<file path="src/rtl/vram_scanout_arbiter_pkg.sv">
// Shared types and defaults for the VRAM scanout arbiter.
//   owner_t   : who issued a VRAM read (display fetcher or GPU)
//   state_t   : line-fetch FSM states
//   ret_tag_t : tag carried alongside each outstanding VRAM read
//   next_row  : row that follows 'row' in a frame of rows_total rows
package scanout_pkg;

  localparam int unsigned V_ACTIVE_DEF   = 480;
  localparam int unsigned ROWS_TOTAL_DEF = 521;
  localparam int unsigned LB_IDX_W       = 9;
  localparam int unsigned FAIR_LIMIT     = 8;

  typedef enum logic {
    OWN_DISP = 1'b0,
    OWN_GPU  = 1'b1
  } owner_t;

  typedef enum logic [1:0] {
    S_IDLE,
    S_FETCH,
    S_DRAIN
  } state_t;

  typedef struct packed {
    logic                valid;
    owner_t              owner;
    logic                epoch;
    logic                bank;
    logic [LB_IDX_W-1:0] idx;
  } ret_tag_t;

  function automatic logic [9:0] next_row(input logic [9:0] row,
                                          input int unsigned rows_total);
    return (row == 10'(rows_total - 1)) ? '0 : row + 10'd1;
  endfunction

endpackage

</file>
<file path="src/rtl/vram_scanout_arbiter_if.sv">
// Bus bundle for the VRAM scanout arbiter: GPU request/response, the shared
// VRAM port and the line-buffer write port.
//   master : arbiter side (drives gnt/rvalid/rdata, vram_*, lb_*)
//   slave  : environment side (GPU, VRAM, line buffer)
interface vram_scanout_arbiter_if #(
  parameter int unsigned ADDR_W = 19
);
  import scanout_pkg::*;

  logic                gpu_req;
  logic                gpu_we;
  logic [ADDR_W-1:0]   gpu_addr;
  logic [15:0]         gpu_wdata;
  logic                gpu_gnt;
  logic                gpu_rvalid;
  logic [15:0]         gpu_rdata;

  logic                vram_req;
  logic                vram_ready;
  logic                vram_we;
  logic [ADDR_W-1:0]   vram_addr;
  logic [15:0]         vram_wdata;
  logic [15:0]         vram_rdata;

  logic                lb_we;
  logic                lb_bank;
  logic [LB_IDX_W-1:0] lb_addr;
  logic [15:0]         lb_wdata;

  modport master (
    input  gpu_req, gpu_we, gpu_addr, gpu_wdata, vram_ready, vram_rdata,
    output gpu_gnt, gpu_rvalid, gpu_rdata,
    output vram_req, vram_we, vram_addr, vram_wdata,
    output lb_we, lb_bank, lb_addr, lb_wdata
  );

  modport slave (
    output gpu_req, gpu_we, gpu_addr, gpu_wdata, vram_ready, vram_rdata,
    input  gpu_gnt, gpu_rvalid, gpu_rdata,
    input  vram_req, vram_we, vram_addr, vram_wdata,
    input  lb_we, lb_bank, lb_addr, lb_wdata
  );

endinterface

</file>
<file path="src/rtl/vram_scanout_arbiter_return_pipe.sv">
// vram_return_pipe: RD_LAT-deep shift register of read tags. The tail stage
// lines up with vram_rdata and is decoded into a line-buffer write (display
// read of the current epoch) or a GPU read response.
//   clk, rst   : clock, async active-high reset (clears all entries)
//   load, tag  : push a tag for a read accepted this cycle
//   cur_epoch  : current fetch epoch; display returns of other epochs are dropped
//   rdata      : VRAM read data
//   lb_*       : line-buffer write port
//   gpu_rvalid, gpu_rdata : GPU read response
//   disp_busy  : a display read will still be outstanding next cycle
module vram_return_pipe
  import scanout_pkg::*;
#(
  parameter int unsigned RD_LAT = 3
) (
  input  logic                clk,
  input  logic                rst,
  input  logic                load,
  input  ret_tag_t            tag,
  input  logic                cur_epoch,
  input  logic [15:0]         rdata,
  output logic                lb_we,
  output logic                lb_bank,
  output logic [LB_IDX_W-1:0] lb_addr,
  output logic [15:0]         lb_wdata,
  output logic                gpu_rvalid,
  output logic [15:0]         gpu_rdata,
  output logic                disp_busy
);

  ret_tag_t pipe [RD_LAT];
  ret_tag_t tail;

  always_ff @(posedge clk or posedge rst) begin
    if (rst) begin
      for (int unsigned i = 0; i < RD_LAT; i++) pipe[i] <= '0;
    end else begin
      pipe[0] <= load ? tag : '0;
      for (int unsigned i = 1; i < RD_LAT; i++) pipe[i] <= pipe[i-1];
    end
  end

  assign tail = pipe[RD_LAT-1];

  always_comb begin
    lb_we      = 1'b0;
    lb_bank    = 1'b0;
    lb_addr    = '0;
    lb_wdata   = '0;
    gpu_rvalid = 1'b0;
    gpu_rdata  = '0;
    if (tail.valid) begin
      if (tail.owner == OWN_GPU) begin
        gpu_rvalid = 1'b1;
        gpu_rdata  = rdata;
      end else if (tail.epoch == cur_epoch) begin
        lb_we    = 1'b1;
        lb_bank  = tail.bank;
        lb_addr  = tail.idx;
        lb_wdata = rdata;
      end
    end
  end

  // The tail stage returns this cycle, so only earlier stages keep a fetch busy.
  always_comb begin
    disp_busy = 1'b0;
    for (int unsigned i = 0; i + 1 < RD_LAT; i++) begin
      if (pipe[i].valid && pipe[i].owner == OWN_DISP) disp_busy = 1'b1;
    end
  end

endmodule

</file>
<file path="src/rtl/vram_scanout_arbiter.sv">
// vram_scanout_arbiter: shares one VRAM port between the scanout line fetcher
// and the GPU. On each line_start the display bank flips and, for visible
// rows, the next (line-doubled) source line is prefetched into the idle bank
// of a ping-pong line buffer. GPU accesses use every slot the fetcher leaves.
//   CLOCK_50, reset : clock, async active-high reset
//   row, line_start : timing-generator row and row-start pulse
//   fb_base         : framebuffer origin, latched when a row-0 fetch starts
//   bus             : GPU, VRAM and line-buffer signals (master modport)
//   disp_bank       : bank the display reads
//   underrun        : line_start arrived before the previous fetch finished
// Optional: define SCANOUT_GPU_FAIRNESS_EN to force a GPU slot after 8
// consecutive display grants while the GPU is waiting.
module vram_scanout_arbiter
  import scanout_pkg::*;
#(
  parameter int unsigned ADDR_W      = 19,
  parameter int unsigned LINE_WORDS  = 320,
  parameter int unsigned LINE_STRIDE = 1024,
  parameter int unsigned V_ACTIVE    = V_ACTIVE_DEF,
  parameter int unsigned ROWS_TOTAL  = ROWS_TOTAL_DEF,
  parameter int unsigned RD_LAT      = 3
) (
  input  logic                  CLOCK_50,
  input  logic                  reset,
  input  logic [9:0]            row,
  input  logic                  line_start,
  input  logic [ADDR_W-1:0]     fb_base,
  vram_scanout_arbiter_if.master bus,
  output logic                  disp_bank,
  output logic                  underrun
);

  state_t              state;
  logic [LB_IDX_W-1:0] idx;
  logic                epoch;
  logic [ADDR_W-1:0]   base_q;
  logic [ADDR_W-1:0]   src_line;

  logic [9:0]          nxt;
  logic                start_fetch;
  logic                go_idle;
  logic                disp_pend;
  logic                fair_force;
  logic                sel_gpu;
  logic                sel_disp;
  logic                accept;
  logic                disp_acc;
  logic                load;
  logic                disp_busy;
  logic [ADDR_W-1:0]   fetch_addr;
  ret_tag_t            tag_in;

  always_comb begin
    nxt         = next_row(row, ROWS_TOTAL);
    start_fetch = (nxt < 10'(V_ACTIVE));
    fetch_addr  = base_q + src_line * ADDR_W'(LINE_STRIDE) + ADDR_W'(idx);
  end

  assign underrun = line_start && (state != S_IDLE);

  // The port stays quiet in any cycle the FSM is about to enter IDLE.
  always_comb begin
    go_idle = 1'b0;
    if (line_start)             go_idle = (state != S_IDLE) && !start_fetch;
    else if (state == S_DRAIN)  go_idle = !disp_busy;
  end

  always_comb begin
    disp_pend      = (state == S_FETCH);
    sel_gpu        = bus.gpu_req && (!disp_pend || fair_force);
    sel_disp       = disp_pend && !sel_gpu;
    bus.vram_req   = 1'b0;
    bus.vram_we    = 1'b0;
    bus.vram_addr  = '0;
    bus.vram_wdata = '0;
    bus.gpu_gnt    = 1'b0;
    if (!reset && !go_idle) begin
      if (sel_disp) begin
        bus.vram_req  = 1'b1;
        bus.vram_addr = fetch_addr;
      end else if (sel_gpu) begin
        bus.vram_req   = 1'b1;
        bus.vram_we    = bus.gpu_we;
        bus.vram_addr  = bus.gpu_addr;
        bus.vram_wdata = bus.gpu_wdata;
        bus.gpu_gnt    = bus.vram_ready;
      end
    end
    accept   = bus.vram_req && bus.vram_ready;
    disp_acc = accept && sel_disp;
    load     = accept && !bus.vram_we;
  end

  // disp_bank has already flipped for this row, so ~disp_bank is the bank the
  // display will read after the next flip.
  always_comb begin
    tag_in       = '0;
    tag_in.valid = 1'b1;
    tag_in.owner = sel_disp ? OWN_DISP : OWN_GPU;
    tag_in.epoch = epoch;
    tag_in.bank  = ~disp_bank;
    tag_in.idx   = sel_disp ? idx : '0;
  end

  always_ff @(posedge CLOCK_50 or posedge reset) begin
    if (reset) begin
      state     <= S_IDLE;
      idx       <= '0;
      epoch     <= 1'b0;
      disp_bank <= 1'b0;
      base_q    <= '0;
      src_line  <= '0;
    end else if (line_start) begin
      disp_bank <= ~disp_bank;
      // Restarting mid-fetch: new epoch so stale returns are discarded.
      if (state != S_IDLE) epoch <= ~epoch;
      if (start_fetch) begin
        state    <= S_FETCH;
        idx      <= '0;
        src_line <= ADDR_W'(nxt >> 1);
        if (nxt == '0) base_q <= fb_base;
      end else begin
        state <= S_IDLE;
      end
    end else begin
      case (state)
        S_FETCH: begin
          if (disp_acc) begin
            if (idx == LB_IDX_W'(LINE_WORDS - 1)) state <= S_DRAIN;
            idx <= idx + LB_IDX_W'(1);
          end
        end
        S_DRAIN: begin
          if (!disp_busy) state <= S_IDLE;
        end
        default: ;
      endcase
    end
  end

`ifdef SCANOUT_GPU_FAIRNESS_EN
  logic [3:0] fair_cnt;

  always_ff @(posedge CLOCK_50 or posedge reset) begin
    if (reset) begin
      fair_cnt <= '0;
    end else if (!bus.gpu_req || bus.gpu_gnt) begin
      fair_cnt <= '0;
    end else if (disp_acc && fair_cnt != 4'(FAIR_LIMIT)) begin
      fair_cnt <= fair_cnt + 4'd1;
    end
  end

  assign fair_force = (fair_cnt == 4'(FAIR_LIMIT));
`else
  assign fair_force = 1'b0;
`endif

  vram_return_pipe #(
    .RD_LAT (RD_LAT)
  ) u_ret (
    .clk        (CLOCK_50),
    .rst        (reset),
    .load       (load),
    .tag        (tag_in),
    .cur_epoch  (epoch),
    .rdata      (bus.vram_rdata),
    .lb_we      (bus.lb_we),
    .lb_bank    (bus.lb_bank),
    .lb_addr    (bus.lb_addr),
    .lb_wdata   (bus.lb_wdata),
    .gpu_rvalid (bus.gpu_rvalid),
    .gpu_rdata  (bus.gpu_rdata),
    .disp_busy  (disp_busy)
  );

endmodule

</file>
<file path="src/flat_wrapper.sv">
// flat-port wrapper written by rule: the top's interface ports become plain ports
module vram_scanout_arbiter_flat import scanout_pkg::*;
#(
  parameter int unsigned ADDR_W      = 19,
  parameter int unsigned LINE_WORDS  = 320,
  parameter int unsigned LINE_STRIDE = 1024,
  parameter int unsigned V_ACTIVE    = V_ACTIVE_DEF,
  parameter int unsigned ROWS_TOTAL  = ROWS_TOTAL_DEF,
  parameter int unsigned RD_LAT      = 3
)
  (CLOCK_50, reset, row, line_start, fb_base, disp_bank, underrun, bus_gpu_req, bus_gpu_we, bus_gpu_addr, bus_gpu_wdata, bus_vram_ready, bus_vram_rdata, bus_gpu_gnt, bus_gpu_rvalid, bus_gpu_rdata, bus_vram_req, bus_vram_we, bus_vram_addr, bus_vram_wdata, bus_lb_we, bus_lb_bank, bus_lb_addr, bus_lb_wdata);
  vram_scanout_arbiter_if #(.ADDR_W(ADDR_W)) bus_i ();
  input  logic CLOCK_50;
  input  logic reset;
  input  logic [9:0] row;
  input  logic line_start;
  input  logic [ADDR_W-1:0] fb_base;
  output logic disp_bank;
  output logic underrun;
  input wire logic [$bits(bus_i.gpu_req)-1:0] bus_gpu_req;
  input wire logic [$bits(bus_i.gpu_we)-1:0] bus_gpu_we;
  input wire logic [$bits(bus_i.gpu_addr)-1:0] bus_gpu_addr;
  input wire logic [$bits(bus_i.gpu_wdata)-1:0] bus_gpu_wdata;
  input wire logic [$bits(bus_i.vram_ready)-1:0] bus_vram_ready;
  input wire logic [$bits(bus_i.vram_rdata)-1:0] bus_vram_rdata;
  output wire logic [$bits(bus_i.gpu_gnt)-1:0] bus_gpu_gnt;
  output wire logic [$bits(bus_i.gpu_rvalid)-1:0] bus_gpu_rvalid;
  output wire logic [$bits(bus_i.gpu_rdata)-1:0] bus_gpu_rdata;
  output wire logic [$bits(bus_i.vram_req)-1:0] bus_vram_req;
  output wire logic [$bits(bus_i.vram_we)-1:0] bus_vram_we;
  output wire logic [$bits(bus_i.vram_addr)-1:0] bus_vram_addr;
  output wire logic [$bits(bus_i.vram_wdata)-1:0] bus_vram_wdata;
  output wire logic [$bits(bus_i.lb_we)-1:0] bus_lb_we;
  output wire logic [$bits(bus_i.lb_bank)-1:0] bus_lb_bank;
  output wire logic [$bits(bus_i.lb_addr)-1:0] bus_lb_addr;
  output wire logic [$bits(bus_i.lb_wdata)-1:0] bus_lb_wdata;
  assign bus_i.gpu_req = bus_gpu_req;
  assign bus_i.gpu_we = bus_gpu_we;
  assign bus_i.gpu_addr = bus_gpu_addr;
  assign bus_i.gpu_wdata = bus_gpu_wdata;
  assign bus_i.vram_ready = bus_vram_ready;
  assign bus_i.vram_rdata = bus_vram_rdata;
  assign bus_gpu_gnt = bus_i.gpu_gnt;
  assign bus_gpu_rvalid = bus_i.gpu_rvalid;
  assign bus_gpu_rdata = bus_i.gpu_rdata;
  assign bus_vram_req = bus_i.vram_req;
  assign bus_vram_we = bus_i.vram_we;
  assign bus_vram_addr = bus_i.vram_addr;
  assign bus_vram_wdata = bus_i.vram_wdata;
  assign bus_lb_we = bus_i.lb_we;
  assign bus_lb_bank = bus_i.lb_bank;
  assign bus_lb_addr = bus_i.lb_addr;
  assign bus_lb_wdata = bus_i.lb_wdata;
  vram_scanout_arbiter #(.ADDR_W(ADDR_W), .LINE_WORDS(LINE_WORDS), .LINE_STRIDE(LINE_STRIDE), .V_ACTIVE(V_ACTIVE), .ROWS_TOTAL(ROWS_TOTAL), .RD_LAT(RD_LAT)) u_core (.CLOCK_50(CLOCK_50), .reset(reset), .row(row), .line_start(line_start), .fb_base(fb_base), .bus(bus_i), .disp_bank(disp_bank), .underrun(underrun));
endmodule
</file>
<file path="config.mk">
export PLATFORM = sky130hd
export DESIGN_NAME = vram_scanout_arbiter_flat
export DESIGN_NICKNAME = d
export VERILOG_FILES = /design/src/rtl/vram_scanout_arbiter_pkg.sv /design/src/rtl/vram_scanout_arbiter_if.sv /design/src/rtl/vram_scanout_arbiter_return_pipe.sv /design/src/rtl/vram_scanout_arbiter.sv /design/src/flat_wrapper.sv
export SDC_FILE = /design/constraint.sdc
export NUM_CORES = 1
export LEC_CHECK = 0
export BUFFER_PORTS_ARGS = -buffer_cell sky130_fd_sc_hd__buf_2
export CAP_MARGIN = 20
export CORE_MARGIN = 2
export CORE_UTILIZATION = 33
export DETAILED_ROUTE_END_ITERATION = 8
export PLACE_DENSITY = 0.59
export SKIP_LAST_GASP = 1
export SLEW_MARGIN = 20
export SYNTH_ARGS = -nofsm -noshare
export SYNTH_HDL_FRONTEND = slang
export SYNTH_HIERARCHICAL = 1
export SYNTH_SLANG_ARGS = --single-unit
</file>
<file path="constraint.sdc">
create_clock -name CLOCK_50 -period 4.4 [get_ports CLOCK_50]
set_clock_uncertainty 0.05 [all_clocks]
set_input_delay 0.88 -clock CLOCK_50 [delete_from_list [all_inputs] [get_ports CLOCK_50]]
set_output_delay 0.88 -clock CLOCK_50 [all_outputs]
set_load 0.005 [all_outputs]
</file>
==> results of run 1 <==
per-stage QoR:
stage / hold WS, ps / total power, mW / std cells
6_report: 296 / 1.97 / 860
4_1_cts: 296 / 1.99 / 860
5_1_grt: 302 / 2.07 / 860
3_3_place_gp: 282 / 1.14 / 844
3_5_place_dp: 285 / 1.15 / 844
2_1_floorplan: 281 / 1.02 / 511
path summary, 6_finish.rpt:
kind | cells after the start | endpoint | from | slack [ps]
min reg2reg | 0 | u_core/u_ret/pipe[20]$_DFF_PP0_ | u_core/u_ret/pipe[33]$_DFF_PP0_ | 300
max in group asynchronous | 3 | u_core/u_ret/pipe[14]$_DFF_PP0_ | reset | 3000
max reg2reg | 6 | u_core/u_ret/pipe[35]$_DFF_PP0_ | u_core/state[0]$_DFFE_PP0P_ | 2210
min | 0 | u_core/u_ret/pipe[20]$_DFF_PP0_ | u_core/u_ret/pipe[33]$_DFF_PP0_ | 300
min in group asynchronous | 2 | u_core/u_ret/pipe[0]$_DFF_PP0_ | reset | 590
max | 9 | bus_vram_addr[18] | row[2] | 200
worst max-delay path, stage by stage:
cell and delay, ps:
buf_2 220, nand3_2 190, or4_1 520, a21o_1 240, a21oi_1 190, or2_1 400
nor2_8 120, a221o_1 370, buf_2 130
registers in the layout, summed over array words and instances, names as in the netlist:
name	cells
u_core/state	2
u_core/src_line	9
u_core/epoch	1
u_core/u_ret/pipe	39
u_core/base_q	19
u_core/disp_bank	1
u_core/idx	9
cell usage after synthesis, drive strengths merged, types with 2 or more instances:
cell type / number
a211o: 2
a211oi: 3
a21boi: 2
a21o: 9
a21oi: 29
a221o: 3
a31oi: 6
and2: 44
and3: 49
buf: 15
clkbuf: 16
dfrtp: 80
ha: 20
inv: 15
mux2: 24
mux2i: 2
nand2: 31
nand2b: 6
nand3: 26
nand3b: 3
nand4: 7
nand4b: 2
nor2: 28
nor2b: 5
nor3: 7
nor3b: 5
nor4: 4
o211ai: 3
o21a: 2
o21ai: 10
o31ai: 2
o41ai: 2
xnor2: 14
xor2: 16
kinds of logic after synthesis:
kind of cell | count (synthesis)
and+or+nand+nor | 224
AOI/OAI and AO/OA | 83
DFF | 80
buffers and inverters | 46
xor gates and xnor gates | 30
muxes | 26
adders and majority gates | 21
other | 1
power by group through the flow:
| stage | clock network (mW) | registers [mW] | logic (mW) |
|---|---|---|---|
| 2_1_floorplan | 0 | 0.806 | 0.219 |
| 3_3_place_gp | 0 | 0.821 | 0.318 |
| 3_5_place_dp | 0 | 0.823 | 0.327 |
| 4_1_cts | 0.856 | 0.809 | 0.329 |
| 5_1_grt | 0.890 | 0.812 | 0.366 |
| 6_report | 0.837 | 0.808 | 0.326 |
routing by layer:
metal  track usage [%]  vias to the layer above
met5                 0                        -
met4              4.14                        0
met3              3.56                       15
met2              29.8                      167
met1              20.0                     2068
li1                  -                     2130
cell type report:
cell class / count / area, sq um
fill: 1492 / 8360
multi-input combinational: 385 / 2740
sequential: 80 / 2000
timing repair buffer: 180 / 928
tap: 184 / 230
clock buffer: 9 / 225
clock inverter: 7 / 106
inverter: 15 / 56.3
==> impl_metrics.env, run 1 <==
export IMPL_status="finished clean"
export IMPL_dr_pass1_iters=4
export IMPL_antenna_left=0
export IMPL_grt_max_degree=42
export IMPL_cts_root_buf="clkbuf_16"
export IMPL_grt_pass1_vias=4352
export IMPL_fin_nets=778
export IMPL_layout_cells_most_common="buf_2"
export IMPL_vias=4380
export IMPL_cap_viol_max_count=0
export IMPL_viasPerCell=5.09
export IMPL_clk_pin_slew_ps=60
export IMPL_wl_met2_um=6570
export IMPL_ys_types=65
export IMPL_p_per_area_nw_per_um2=313
export IMPL_yosys_area_top_type="dfrtp_1"
export IMPL_hold_viol_final=0
export IMPL_wl_um=13100
export IMPL_synth_xor_area_share_pct=5.41
export IMPL_synth_ff_latch_count=80
export IMPL_die_h_um=127
export IMPL_synth_top_family_by_area="simple AND/OR/NAND/NOR gates"
export IMPL_ioPinCount=170
export IMPL_synth_ff_type="dfrtp_1"
export IMPL_drive_gt1_share_pct=36.1
export IMPL_synthCells=511
export IMPL_top_layer_used="met4"
export IMPL_initial_core_util_pct=34.1
export IMPL_layout_common_cells="buf_2, dfrtp_1, and2_1"
export IMPL_p_switching_uw=554
export IMPL_diodes=0
export IMPL_grt_usage_pct=16.5
export IMPL_drv_slew=0
export IMPL_cp_end_kind="primary output"
export IMPL_syn_num_nets=618
export IMPL_clockPowerShare_pct=42.5
export IMPL_core_area_sq_um=14600
export IMPL_crit_fanout=18
export IMPL_critPathRequiredTime_ps=3470
export IMPL_p_int_mw=1.42
export IMPL_cts_sinks=80
export IMPL_synthSimpleGateAreaFrac_pct=26.1
export IMPL_async_flop_share_pct=100
export IMPL_met1_length_um=5560
export IMPL_syn_area_sq_um=5000
export IMPL_cts_inserted_buffers=9
export IMPL_finalSetupViolCount=0
export IMPL_grt_pass1_wl_um=21400
export IMPL_synth_edff_count=0
export IMPL_yosys_warnings=6
export IMPL_dp_hpwl_um=10200
export IMPL_ir_drop_uv=217
export IMPL_gp_congestion=0.888
export IMPL_hp_class="reg2reg"
export IMPL_final_area_sq_um=6290
export IMPL_tightest_slew_ps=822
export IMPL_p_leak_nw=3.49
export IMPL_grt_overflow_total=0
export IMPL_area_delta_synth_final_pct=25.8
export IMPL_die_x_um=127
export IMPL_route_detailed_drc=0
export IMPL_final_setup_worst_slack_ps=204
export IMPL_portBuffers=169
export IMPL_dr_wl_met3_um=839
export IMPL_seq_power_share_pct=41.0
export IMPL_yosysTopAreaCellShare_pct=40.1
export IMPL_dp_slack_ps=243
export IMPL_h_tree_depth=3
export IMPL_layout_min_cycle_time_ps=4200
export IMPL_synth_fa_ha_area_share_pct=5.41
export IMPL_cp_arrival_ps=3270
export IMPL_cts_setup_buffers=0
export IMPL_start_kind="primary input"
export IMPL_initialDrtViolationCount=204
export IMPL_dieArea_sq_um=16100
export IMPL_path_class="in2out"
export IMPL_clock_latency_ps=340
export IMPL_syn_avg_cell_area_sq_um=9.78
export IMPL_cts_resized=0
export IMPL_p_comb_share_pct=16.6
export IMPL_wl_per_cell_um=15.3
export IMPL_setup_tns_ps=0
export IMPL_slew_limit_headroom_pct=44.9
export IMPL_final_util_pct=42.9
export IMPL_yosys_top_cells_area="dfrtp_1, and2_1, ha_1, and3_1, mux2_2"
export IMPL_placed_area_sq_um=5960
export IMPL_rsz0062_at_grt="no"
export IMPL_synth_compound_area_share_pct=11.2
export IMPL_period_share_pct=95.4
export IMPL_antenna_found_initial=0
export IMPL_cts_tree="done"
export IMPL_core_rowCount=44
export IMPL_ys_seq_area_share_pct=40.1
export IMPL_switching_share_pct=28.1
export IMPL_synth_mux_area_fraction_pct=6.56
export IMPL_ctsLongestPathBuffers=2
export IMPL_max_clock_freq_ghz=0.238
export IMPL_hold_buffers=0
Power figures use the tool's default switching activity.
==> inputs of run 2 (changes only) <==
--- a/config.mk
+++ b/config.mk
@@ -5,12 +5,13 @@
 export SDC_FILE = /design/constraint.sdc
 export NUM_CORES = 1
 export LEC_CHECK = 0
+export ABC_AREA = 1
 export BUFFER_PORTS_ARGS = -buffer_cell sky130_fd_sc_hd__buf_2
 export CAP_MARGIN = 20
 export CORE_MARGIN = 2
-export CORE_UTILIZATION = 33
+export CORE_UTILIZATION = 35
 export DETAILED_ROUTE_END_ITERATION = 8
-export PLACE_DENSITY = 0.59
+export PLACE_DENSITY = 0.62
 export SKIP_LAST_GASP = 1
 export SLEW_MARGIN = 20
 export SYNTH_ARGS = -nofsm -noshare
==> run 2 against run 1 <==
Net effect: synthesized area is 2.2% higher; routed wire length grew 2.9%; first-iteration DRC count increased by 27%; largest cell class unchanged; combinational power grew 57%; non-clock buffer count fell by 2; power up 6.9%; critical path type is now reg2out; synthesized cell count increased by 39%; critical endpoint is now bus_vram_addr[8].
==> impl_metrics.env, run 2 <==
export IMPL_status="finished clean"
export IMPL_yosysMostFrequentCell="nand2_1"
export IMPL_syn_area_sq_um=5110
export IMPL_grt_max_degree=42
export IMPL_fin_nets=983
export IMPL_viasPerCell=4.67
export IMPL_reg_top3="u_core/u_ret/pipe x39, u_core/base_q x19"
export IMPL_syn_num_nets=815
export IMPL_antenna_left=0
export IMPL_final_cells=1065
export IMPL_grt_overflow_total=0
export IMPL_synth_common_cells="nand2_1, nor2_1, inv_1"
export IMPL_slew_limit_headroom_pct=48.1
export IMPL_syn_avg_cell_area_sq_um=7.22
export IMPL_initialDrtViolationCount=260
export IMPL_crit_fanout=4
export IMPL_largest_register="u_core/u_ret/pipe"
export IMPL_wl_um=13500
export IMPL_max_clock_freq_ghz=0.269
export IMPL_cts_resized=0
export IMPL_seq_power_share_pct=39.1
export IMPL_tightest_slew_ps=776
export IMPL_worst_path_most_repeated_cell="nor2_1"
export IMPL_p_comb_share_pct=24.3
export IMPL_grt_usage_pct=17.9
export IMPL_h_tree_depth=3
export IMPL_yosys_top_cells_area="dfrtp_1, nand2_1, nor2_1, inv_1, ha_1"
export IMPL_cp_arrival_ps=2790
export IMPL_die_h_um=125
export IMPL_synthCells=708
export IMPL_clk_pin_slew_ps=60
export IMPL_cts_setup_buffers=0
export IMPL_p_leak_nw=3.72
export IMPL_p_per_area_nw_per_um2=328
export IMPL_hp_class="reg2reg"
export IMPL_layout_cells_most_common="nand2_1"
export IMPL_async_flop_share_pct=100
export IMPL_path_class="reg2out"
export IMPL_cap_viol_max_count=0
export IMPL_critPathRequiredTime_ps=3470
export IMPL_cp_slowest_cell="fa_1"
export IMPL_final_area_sq_um=6430
export IMPL_ys_types=41
export IMPL_vias=4974
export IMPL_cp_end_kind="primary output"
export IMPL_ctsLongestPathBuffers=2
export IMPL_seq_area_sq_um=2000
export IMPL_period_share_pct=84.5
export IMPL_cts_sinks=80
export IMPL_final_util_pct=44.8
export IMPL_placed_cells=1048
export IMPL_drive_gt1_share_pct=27.0
export IMPL_p_switching_uw=685
export IMPL_clockPowerShare_pct=36.6
export IMPL_synth_ff_type="dfrtp_1"
export IMPL_multiInputGateArea_sq_um=2590
export IMPL_diodes=0
export IMPL_yosys_area_top_type="dfrtp_1"
export IMPL_drv_slew=0
export IMPL_crit_path_cell_trace="ha_1 -> fa_1 -> nand2_1 -> nor2_1 -> nor2_1 -> inv_1 -> a21oi_1 -> inv_1 -> or2_2 -> a22oi_1 -> nor2_1 -> buf_2"
export IMPL_cts_root_buf="clkbuf_16"
export IMPL_initial_core_util_pct=35.6
export IMPL_layout_common_cells="nand2_1, buf_2, nor2_1"
export IMPL_gp_congestion=0.902
export IMPL_switching_share_pct=32.5
export IMPL_ioPinCount=170
export IMPL_p_int_mw=1.42
export IMPL_wl_per_cell_um=12.7
export IMPL_grt_pass1_wl_um=22900
export IMPL_worst_path_largest_cell_delay_ps=450
export IMPL_setup_tns_ps=0
export IMPL_area_delta_synth_final_pct=25.9
export IMPL_layout_min_cycle_time_ps=3720
export IMPL_largest_reg_flops=39
export IMPL_dieArea_sq_um=15600
export IMPL_ys_seq_area_share_pct=39.2
export IMPL_placed_area_sq_um=6110
export IMPL_fillCellCount=1500
export IMPL_start_kind="flip-flop"
export IMPL_dp_hpwl_um=10700
export IMPL_core_rowCount=44
export IMPL_rsz0062_at_grt="no"
export IMPL_synth_edff_count=0
export IMPL_core_area_sq_um=14400
export IMPL_grt_pass1_vias=4738
export IMPL_route_detailed_drc=0
export IMPL_hold_viol_final=0
export IMPL_yosys_warnings=6
export IMPL_die_x_um=125
export IMPL_portBuffers=169
export IMPL_dr_pass1_iters=4
export IMPL_antenna_found_initial=0
export IMPL_finalSetupViolCount=0
export IMPL_yosysTopAreaCellShare_pct=39.2
export IMPL_synth_ff_latch_count=80
export IMPL_hold_buffers=0
export IMPL_cts_inserted_buffers=9
export IMPL_cts_tree="done"
export IMPL_ir_drop_uv=177
export IMPL_clock_latency_ps=340
==> run 2: per-stage QoR <==
stage | setup WS [ps] | hold slack, ps | power, mW
floorplan | 808 | 281 | 1.16
global placement | 830 | 282 | 1.34
detailed placement | 791 | 285 | 1.35
CTS | 666 | 299 | 2.13
global route | 436 | 303 | 2.25
finish | 681 | 297 | 2.11
==> run 2: worst max-delay path: cells and delay by family (launching register included) <==
family,cells,cell delay (ps)
buffers and inverters,3,330
DFF,1,420
adders and majority gates,2,720
and+or+nand+nor,5,640
AOI/OAI and AO/OA,2,340
==> run 2: path summary, 6_finish.rpt <==
| path | start | cells after the start | end | slack (ps) |
|---|---|---|---|---|
| min in group asynchronous | reset | 2 | u_core/u_ret/pipe[14]$_DFF_PP0_ | 460 |
| max in group asynchronous | reset | 3 | u_core/base_q[0]$_DFFE_PP0P_ | 3230 |
| worst min-delay path | u_core/u_ret/pipe[29]$_DFF_PP0_ | 0 | u_core/u_ret/pipe[16]$_DFF_PP0_ | 300 |
| worst max register to register | u_core/state[1]$_DFFE_PP0P_ | 7 | u_core/u_ret/pipe[29]$_DFF_PP0_ | 1670 |
| worst min register to register | u_core/u_ret/pipe[29]$_DFF_PP0_ | 0 | u_core/u_ret/pipe[16]$_DFF_PP0_ | 300 |
| worst max-delay path | u_core/idx[0]$_DFFE_PP0P_ | 12 | bus_vram_addr[8] | 680 |
==> run 2: final cells by class <==
| class | count | area share, % |
|---|---|---|
| clock buffer | 9 | 3.50 |
| clock inverter | 7 | 1.30 |
| sequential | 80 | 31.1 |
| tap | 184 | 3.58 |
| multi-input combinational | 506 | 40.3 |
| timing repair buffer | 178 | 14.3 |
| inverter | 101 | 5.89 |
==> run 2: power groups by stage <==
| stage | logic [mW] | registers, mW | clock network (mW) |
|---|---|---|---|
| after floorplan | 0.332 | 0.828 | 0 |
| after global placement | 0.507 | 0.836 | 0 |
| after detailed placement | 0.513 | 0.839 | 0 |
| after CTS | 0.515 | 0.825 | 0.792 |
| after global routing | 0.583 | 0.831 | 0.840 |
| final | 0.512 | 0.823 | 0.772 |
==> run 2: logic make-up after synthesis <==
kind of cell / Yosys count / synth area share, %
AO/OA/AOI/OAI: 92 / 10.3
flip-flops: 80 / 39.2
AND/OR/NAND/NOR: 382 / 33.2
other: 1 / 0.0734
buffers and inverters: 122 / 10.2
XOR/XNOR: 10 / 1.71
adder cells (fa/ha/maj): 21 / 5.29
==> run 2: routing by layer <==
layer  global-route usage [%]  wire length, um  vias to the layer above
li1                         -                -                     2580
met1                     22.8             5990                     2243
met2                     31.1             6580                      142
met3                     3.57              785                        9
met4                     4.38              157                        0
met5                        0                0                        -
==> inputs of run 3 (changes only) <==
--- a/config.mk
+++ b/config.mk
@@ -11,7 +11,7 @@
 export CORE_MARGIN = 2
 export CORE_UTILIZATION = 35
 export DETAILED_ROUTE_END_ITERATION = 8
-export PLACE_DENSITY = 0.62
+export PLACE_DENSITY = 0.64
 export SKIP_LAST_GASP = 1
 export SLEW_MARGIN = 20
 export SYNTH_ARGS = -nofsm -noshare
==> constraint.sdc (replaced) <==
create_clock -name CLOCK_50 -period 3.2 [get_ports CLOCK_50]
set_clock_uncertainty 0.05 [all_clocks]
set_input_delay 0.64 -clock CLOCK_50 [delete_from_list [all_inputs] [get_ports CLOCK_50]]
set_output_delay 0.64 -clock CLOCK_50 [all_outputs]
set_load 0.005 [all_outputs]
==> run 3 against run 2 <==
Net effect: combinational power up 71%; global-route usage increased by 0.20 points; non-clock buffer count rose by 32; sequential power increased by 39%; setup slack worse by 660 ps; critical endpoint unchanged; highest routed layer unchanged.
==> impl_metrics.env, run 3 (same netlist as run 2, synthesis figures left out) <==
export IMPL_status="finished clean"
export IMPL_initialDrtViolationCount=275
export IMPL_whs_endpoint="u_core/u_ret/pipe[23]$_DFF_PP0_"
export IMPL_portBuffers=169
export IMPL_grt_max_degree=42
export IMPL_route_detailed_drc=0
export IMPL_viasPerCell=4.68
export IMPL_gp_congestion=0.887
export IMPL_cp_arrival_ps=2490
export IMPL_p_leak_nw=3.90
export IMPL_layout_cells_most_common="buf_2"
export IMPL_p_comb_share_pct=28.4
export IMPL_core_rowCount=44
export IMPL_h_tree_depth=3
export IMPL_period_share_pct=99.4
export IMPL_cp_slowest_cell="dfrtp_1"
export IMPL_switching_share_pct=33.1
export IMPL_antenna_found_initial=1
export IMPL_die_h_um=125
export IMPL_p_switching_mw=1.02
export IMPL_clk_pin_slew_ps=60
export IMPL_layout_common_cells="buf_2, nand2_1, nor2_1"
export IMPL_hold_slack_ps=297
export IMPL_grt_pass1_vias=4872
export IMPL_largest_reg_flops=39
export IMPL_slew_limit_headroom_pct=62.6
export IMPL_reg_top3="u_core/u_ret/pipe x39, u_core/base_q x19"
export IMPL_worst_path_largest_cell_delay_ps=420
export IMPL_crit_fanout=3
export IMPL_antenna_left=0
export IMPL_drv_slew=0
export IMPL_dp_hpwl_um=10800
export IMPL_dieArea_sq_um=15600
export IMPL_rsz0062_at_grt="yes"
export IMPL_wl_per_cell_um=13.6
export IMPL_ir_drop_uv=261
export IMPL_start_kind="flip-flop"
export IMPL_cts_inserted_buffers=9
export IMPL_cp_num_buf_inv=3
export IMPL_critPathRequiredTime_ps=2510
export IMPL_ctsLongestPathBuffers=2
export IMPL_clock_latency_ps=340
export IMPL_rrSetupSlack_ps=1020
export IMPL_tightest_slew_ps=560
export IMPL_p_int_mw=2.06
export IMPL_layout_min_cycle_time_ps=3180
export IMPL_crit_path_cell_trace="ha_4 -> fa_2 -> nand2_2 -> nor2_2 -> nor2_2 -> inv_2 -> a21oi_2 -> inv_2 -> or2_2 -> a22oi_2 -> nor2_1 -> buf_2"
export IMPL_cp_end_kind="primary output"
export IMPL_cts_sinks=80
export IMPL_fin_nets=1016
export IMPL_clockPowerShare_pct=34.6
export IMPL_p_per_area_nw_per_um2=435
export IMPL_r2r_start="u_core/idx[0]$_DFFE_PP0P_"
export IMPL_grt_pass1_wl_um=23000
export IMPL_fillCellCount=1424
export IMPL_final_util_pct=49.2
export IMPL_grt_usage_pct=18.1
export IMPL_max_clock_freq_ghz=0.314
export IMPL_finalSetupViolCount=0
export IMPL_largest_register="u_core/u_ret/pipe"
export IMPL_cts_root_buf="clkbuf_16"
export IMPL_setup_tns_ps=0
export IMPL_finalPower_mw=3.08
export IMPL_cts_tree="done"
export IMPL_dr_pass1_iters=5
export IMPL_core_area_sq_um=14400
export IMPL_die_x_um=125
export IMPL_hold_viol_final=0
export IMPL_rr_worst_depth=10
export IMPL_grt_overflow_total=0
export IMPL_ioPinCount=170
export IMPL_hold_buffers=0
export IMPL_hp_class="reg2reg"
export IMPL_crit_family="simple AND/OR/NAND/NOR gates"
export IMPL_wl_um=14900
export IMPL_cap_viol_max_count=0
export IMPL_worstHoldStart="u_core/u_ret/pipe[36]$_DFF_PP0_"
export IMPL_initial_core_util_pct=35.6
export IMPL_drive_gt1_share_pct=36.2
export IMPL_vias=5148
export IMPL_placed_area_sq_um=6160
export IMPL_r2r_end="u_core/state[0]$_DFFE_PP0P_"
export IMPL_final_area_sq_um=7070
export IMPL_hold_path_depth=0
export IMPL_path_class="reg2out"
export IMPL_area_delta_synth_final_pct=38.4
export IMPL_seq_power_share_pct=37.0
[run 3: cell count changes in the layout (fill, tap and decap cells not counted), sizes merged]
| cell | delta |
|---|---|
| clkinv | -1 |
| diode | +1 |
| clkbuf | +5 |
| buf | +27 |
| clkinvlp | +2 |
[run 3: layout make-up]
cell class                      count  area [sq um]  area share (%)
Tap cell                          184           230            3.26
Timing Repair Buffer              210          1270            17.9
Antenna cell                        1          2.50          0.0354
Inverter                          101           385            5.45
Multi-Input combinational cell    506          2860            40.5
Clock inverter                      7          83.8            1.19
Timing Repair inverter              1          5.00          0.0708
Sequential cell                    80          2010            28.4
Clock buffer                        9           225            3.19
[run 3: per-layer routing]
layer | routed length, um | up-vias | global-route usage (%)
li1 | - | 2641 | -
met1 | 6310 | 2336 | 22.2
met2 | 7400 | 147 | 31.8
met3 | 814 | 24 | 3.22
met4 | 429 | 0 | 6.34
met5 | 0 | - | 0
[run 3: stage by stage]
stage / worst slack, ps / instances
after floorplan: 87.6 / 708
after global placement: 150 / 1054
after detailed placement: 156 / 1054
after CTS: -39.6 / 1074
after global routing: -62.3 / 1099
final: 18.6 / 1099
[run 3: power by group through the flow]
stage | clock [mW] | combinational [mW] | sequential [mW]
global placement | 0 | 0.721 | 1.15
CTS | 1.09 | 0.740 | 1.13
detailed placement | 0 | 0.724 | 1.15
floorplan | 0 | 0.457 | 1.14
global route | 1.14 | 0.968 | 1.15
finish | 1.07 | 0.873 | 1.14
[run 3: worst max path at each step]
stage / start / end / slack, ps / depth (start not counted)
floorplan: reset / bus_vram_addr[0] / 90 / 7
global placement: u_core/idx[0]$_DFFE_PP0P_ / bus_vram_addr[8] / 150 / 12
detailed placement: u_core/idx[0]$_DFFE_PP0P_ / bus_vram_addr[8] / 160 / 12
CTS: u_core/idx[0]$_DFFE_PP0P_ / bus_vram_addr[8] / -40 / 12
global route: u_core/idx[0]$_DFFE_PP0P_ / bus_vram_addr[16] / -60 / 14
finish: u_core/idx[0]$_DFFE_PP0P_ / bus_vram_addr[8] / 20 / 12
[run 3: what timing repair did]
| action | 4_1_cts | 5_1_grt |
|---|---|---|
| buffers inserted | 4 | 18 |
| pin swaps | 1 | 31 |
| setup endpoints to repair | 6 | 34 |
| resized for setup | 8 | 79 |
| gates cloned | 0 | 6 |
